`config.mk`:
```
export PLATFORM = sky130hd
export DESIGN_NAME = uart_rx_top
export DESIGN_NICKNAME = d
export VERILOG_FILES = /design/src/rtl/uart_rx_top.sv
export SDC_FILE = /design/constraint.sdc
export NUM_CORES = 1
export LEC_CHECK = 0
export CAP_MARGIN = 20
export CORE_AREA = 3 3 97 99
export DETAILED_ROUTE_END_ITERATION = 10
export DIE_AREA = 0 0 100 102
export PLACE_DENSITY = 0.38
export SYNTH_ARGS = -nofsm -noshare
export SYNTH_HDL_FRONTEND = slang
export SYNTH_SLANG_ARGS = --single-unit
```
`constraint.sdc`:
```
create_clock -name clk -period 2.5 [get_ports clk]
set_input_delay 0.25 -clock clk [delete_from_list [all_inputs] [get_ports clk]]
set_output_delay 0.25 -clock clk [all_outputs]
set_load 0.03 [all_outputs]
```
`src/rtl/uart_rx_top.sv`:
```
// 8N1 UART receiver.
// Double-flop synchronises the serial line, then finds the start bit and
// samples each bit at mid-period. The byte is placed in a receive buffer
// register (RBR) that holds it until the consumer acknowledges. The receiver
// also reports sticky framing and overrun errors.
module uart_rx_top #(
    parameter int unsigned CLKS_PER_BIT = 434
) (
    input  logic       clk,
    input  logic       reset,
    input  logic       Rx,
    input  logic       RBR_rd,
    output logic [7:0] Data_out,
    output logic       RBR_Valid,
    output logic       Framing_Err,
    output logic       Overrun
);

    localparam int unsigned HALF_BIT  = CLKS_PER_BIT / 2;
    localparam logic [15:0] HALF_LOAD = 16'(HALF_BIT - 1);
    localparam logic [15:0] BIT_LOAD  = 16'(CLKS_PER_BIT - 1);

    typedef enum logic [2:0] {
        IDLE,
        START,
        DATA,
        STOP,
        WAIT_HIGH
    } state_e;

    logic       rx_meta_q;
    logic       rx_s_q;

    state_e      state_q, state_d;
    logic [15:0] cnt_q, cnt_d;
    logic [2:0]  bit_idx_q, bit_idx_d;
    logic [7:0]  shift_q, shift_d;
    logic [7:0]  data_q, data_d;
    logic        valid_q, valid_d;
    logic        ferr_q, ferr_d;
    logic        ovr_q, ovr_d;

    logic        expire;

    // Two-flop synchroniser; idles high so reset never looks like a start bit.
    // NOTE: sequential state uses non-blocking (<=) so every flop samples pre-edge values.
    always_ff @(posedge clk or negedge reset) begin
        if (!reset) begin
            rx_meta_q <= 1'b1;
            rx_s_q    <= 1'b1;
        end else begin
            rx_meta_q <= Rx;
            rx_s_q    <= rx_meta_q;
        end
    end

    assign expire = (cnt_q == 16'd0);

    // Next-state logic: frame FSM, bit counter, shift register and RBR flags.
    // NOTE: every signal gets a default first so no path leaves it unassigned (no latches).
    always_comb begin
        state_d   = state_q;
        cnt_d     = cnt_q;
        bit_idx_d = bit_idx_q;
        shift_d   = shift_q;
        data_d    = data_q;
        valid_d   = valid_q;
        ferr_d    = ferr_q;
        ovr_d     = ovr_q;

        // Consumer acknowledge clears the buffer flags; a load below overrides.
        if (RBR_rd) begin
            valid_d = 1'b0;
            ferr_d  = 1'b0;
            ovr_d   = 1'b0;
        end

        case (state_q)
            IDLE: begin
                if (!rx_s_q) begin
                    state_d = START;
                    cnt_d   = HALF_LOAD;
                end
            end
            START: begin
                if (expire) begin
                    if (!rx_s_q) begin
                        state_d   = DATA;
                        cnt_d     = BIT_LOAD;
                        bit_idx_d = 3'd0;
                    end else begin
                        // Line went back high before mid-start: glitch.
                        state_d = IDLE;
                    end
                end else begin
                    cnt_d = cnt_q - 16'd1;
                end
            end
            DATA: begin
                if (expire) begin
                    shift_d   = {rx_s_q, shift_q[7:1]};
                    cnt_d     = BIT_LOAD;
                    bit_idx_d = bit_idx_q + 3'd1;
                    if (bit_idx_q == 3'd7) begin
                        state_d = STOP;
                    end
                end else begin
                    cnt_d = cnt_q - 16'd1;
                end
            end
            STOP: begin
                if (expire) begin
                    if (rx_s_q) begin
                        // Good stop: load wins over a same-cycle acknowledge.
                        data_d  = shift_q;
                        valid_d = 1'b1;
                        ovr_d   = ovr_d | (valid_q & ~RBR_rd);
                        state_d = IDLE;
                    end else begin
                        ferr_d  = 1'b1;
                        state_d = WAIT_HIGH;
                    end
                end else begin
                    cnt_d = cnt_q - 16'd1;
                end
            end
            WAIT_HIGH: begin
                // Hold off until the line recovers so a break is not re-read as starts.
                if (rx_s_q) begin
                    state_d = IDLE;
                end
            end
            default: begin
                state_d = IDLE;
            end
        endcase
    end

    // Receiver and RBR state registers.
    always_ff @(posedge clk or negedge reset) begin
        if (!reset) begin
            state_q   <= IDLE;
            cnt_q     <= 16'd0;
            bit_idx_q <= 3'd0;
            shift_q   <= 8'h00;
            data_q    <= 8'h00;
            valid_q   <= 1'b0;
            ferr_q    <= 1'b0;
            ovr_q     <= 1'b0;
        end else begin
            state_q   <= state_d;
            cnt_q     <= cnt_d;
            bit_idx_q <= bit_idx_d;
            shift_q   <= shift_d;
            data_q    <= data_d;
            valid_q   <= valid_d;
            ferr_q    <= ferr_d;
            ovr_q     <= ovr_d;
        end
    end

    assign Data_out    = data_q;
    assign RBR_Valid   = valid_q;
    assign Framing_Err = ferr_q;
    assign Overrun     = ovr_q;

endmodule

```
==> qor.yml, run 1 <==
drc: 0
cts_tree: "done"
power.share.clock: 0.401
r2r_end: "Data_out[7]"
relSlewSlack: 0.549
wl_per_cell_um: 14.1
multi_input_area_um2: 961
seqPwrFrac: 0.578
rows: 34
synth_edf_count: 0
async_flop_share: 1.00
portBuffers: 14
diodes: 0
p_sw_frac: 0.232
synth_nets: 203
r2r_cells: 5
post_synth_instance_area_um2: 2130
maxCapViolCount: 0
holdBufCountCts: 0
final_common_cell: "dfrtp_1"
root_buffer: "clkbuf_8"
final_layout_size_suffix_gt1_frac: 0.232
ir_drop_uv: 203
p_sw_w: 0.000281
synthCells: 195
cp.required_ns: 2.69
crit_fanout: 9
clock_path_buffers: 2
grt-ovfl-total: 0
stdcell_area_um2: 2550
routed.top_layer: "met4"
start_util: 0.246
r2r-start: "cnt_q[11]"
clkSinkCount: 43
ff2ff_setup_slack_ns: 0.15
pwr-share-comb: 0.021
tightest_slew_ns: 0.674
die_y_um: 102
max_freq_ghz: 0.426
grt_pass1_vias: 1574
route.antenna.remaining_nets: 0
htree_levels: 2
netlist-cell-type-count: 51
finalCritPeriodShare: 0.940
outcome: "completed"
avgSynthCellArea_um2: 10.9
ys_warn_count: 0
post_cts_resized: 0
fin_worst_skew_ns: 0.00781
drv_slew: 0
grt_usage: 0.102
nNetsFinal: 231
syn2layout_area_growth_pct: 19.8
die-area_um2: 10200
grt_max_degree: 44
power.density_nw_per_um2: 476
setup-violations-final: 0
path_delay_family: "simple AND/OR/NAND/NOR gates"
place_area_um2: 2450
final-hold-violation-count: 0
seqCellArea_um2: 1080
grt_setup_unrepaired: "no"
setup_tns_ns: 0
final_core_util: 0.295
ys.flop_type: "dfrtp_1"
synth_seq_cells: 43
wl_met3_um: 120
critPathArrivalTime_ns: 2.54
cts_buffers: 5
worstSkewPairLatency_ns: 0.30
yosysSeqAreaShare: 0.507
fin_crit_ns: 2.35
fillers: 893
gp_congestion: 0.710
start_kind: "register"
die_width_um: 100
antenna_found_initial: 0
path_cells: "or4_4 -> or4_1 -> nor2_2 -> nand4_4 -> mux2_2"
dr.pass1.iters: 4
dpl.hpwl_mm: 3.29
slowest_delay_ns: 0.57
viasPerCell: 4.57
crit_type: "reg2reg"
crit_slowest_cell: "or4_4"
p_int_w: 0.000930
clkSlewWorstSetupHoldPaths_ns: 0.09
dr_total_vias: 1516
grt_pass1_wl_mm: 8.17
m1WireLength_mm: 2.44
most-common-layout-cells: "dfrtp_1, nor2_1, mux2_2"
core_area_um2: 8640
leakagePower_nw: 1.16
drt_iter0_drc: 46
route.met2.wl_mm: 2.05
hold_path.class: "in2async"
critPathCaptureType: "register"
path_buf_inv: 0
postCtsSetupBuffers: 0
finalWirelength_mm: 4.68
pin_count: 15
[Yosys cell counts (3+ instances only)]
master,instances,area [µm²]
nor3_1,3,15.0
clkbuf_1,3,11.3
or2_2,4,25.0
nor2_1,18,67.6
or3_1,4,25.0
a211oi_1,6,45.0
buf_6,3,33.8
xnor2_1,7,61.3
o21ai_0,10,50.1
mux2_2,16,180
inv_1,9,33.8
nand2_1,15,56.3
ha_1,4,50.1
dfrtp_1,41,1030
a21oi_1,6,30.0
[final cells by class]
cell class | count | share of cell area
Clock buffer | 6 | 0.0324
Clock inverter | 2 | 0.00639
Inverter | 9 | 0.0133
Multi-Input combinational cell | 136 | 0.377
Sequential cell | 43 | 0.423
Tap cell | 108 | 0.0530
Timing Repair Buffer | 28 | 0.0943
[layer usage]
metal  track usage  vias up
met5             0        -
met4        0.0383        0
met3        0.0218        5
met2         0.153       20
met1         0.144      733
li1              -      758
[power by group through the flow]
stage / combinational [W] / clock (W) / sequential [W]
2_1_floorplan: 0.00000821 / 0 / 0.000712
3_3_place_gp: 0.0000272 / 0 / 0.000715
3_5_place_dp: 0.0000269 / 0 / 0.000714
4_1_cts: 0.0000269 / 0.000510 / 0.000701
5_1_grt: 0.0000294 / 0.000530 / 0.000701
6_report: 0.0000249 / 0.000486 / 0.000701
[per-stage QoR]
stage	hold slack, ns	setup slack [ns]	total power, W	std cells
floorplan	-0.0456	0.275	0.000720	195
global placement	0.350	0.140	0.000742	324
detailed placement	0.347	0.115	0.000741	324
CTS	0.0489	0.110	0.00124	332
global route	0.0785	0.0119	0.00126	332
finish	0.00942	0.151	0.00121	332
[worst max path at each step]
stage,from,endpoint,slack (ns),depth (start not counted)
after CTS,cnt_q[11],Data_out[3],0.11,5
final,cnt_q[11],Data_out[7],0.15,5
after global routing,cnt_q[11],Data_out[5],0.01,5
after detailed placement,cnt_q[11],Data_out[3],0.12,5
after global placement,cnt_q[11],Data_out[5],0.14,5
after floorplan,cnt_q[11],Data_out[0],0.28,5
[cell families (layout without fill, tap and decap cells)]
logic type,Yosys count,in the layout,share of synthesized area
fa+ha+maj,4,4,0.0235
buf+inv,16,45,0.0406
mux,18,18,0.0942
compound gates,41,41,0.135
xor+xnor,7,7,0.0288
simple gates,66,66,0.171
flops,43,43,0.507
[registers in the layout, summed over array words and instances (netlist names)]
register     count
state_q          3
Data_out         8
RBR_Valid        1
Overrun          1
rx_meta_q        1
cnt_q           16
Framing_Err      1
bit_idx_q        3
rx_s_q           1
shift_q          8
(Power assumes the default switching activity.)
==> inputs of run 2 (changes only) <==
--- a/config.mk
+++ b/config.mk
@@ -5,7 +5,7 @@
 export SDC_FILE = /design/constraint.sdc
 export NUM_CORES = 1
 export LEC_CHECK = 0
-export CAP_MARGIN = 20
+export CAP_MARGIN = 10
 export CORE_AREA = 3 3 97 99
 export DETAILED_ROUTE_END_ITERATION = 10
 export DIE_AREA = 0 0 100 102
==> results of run 2 <==
Same layout as run 1: the final DEF is identical, and so are final timing and power.
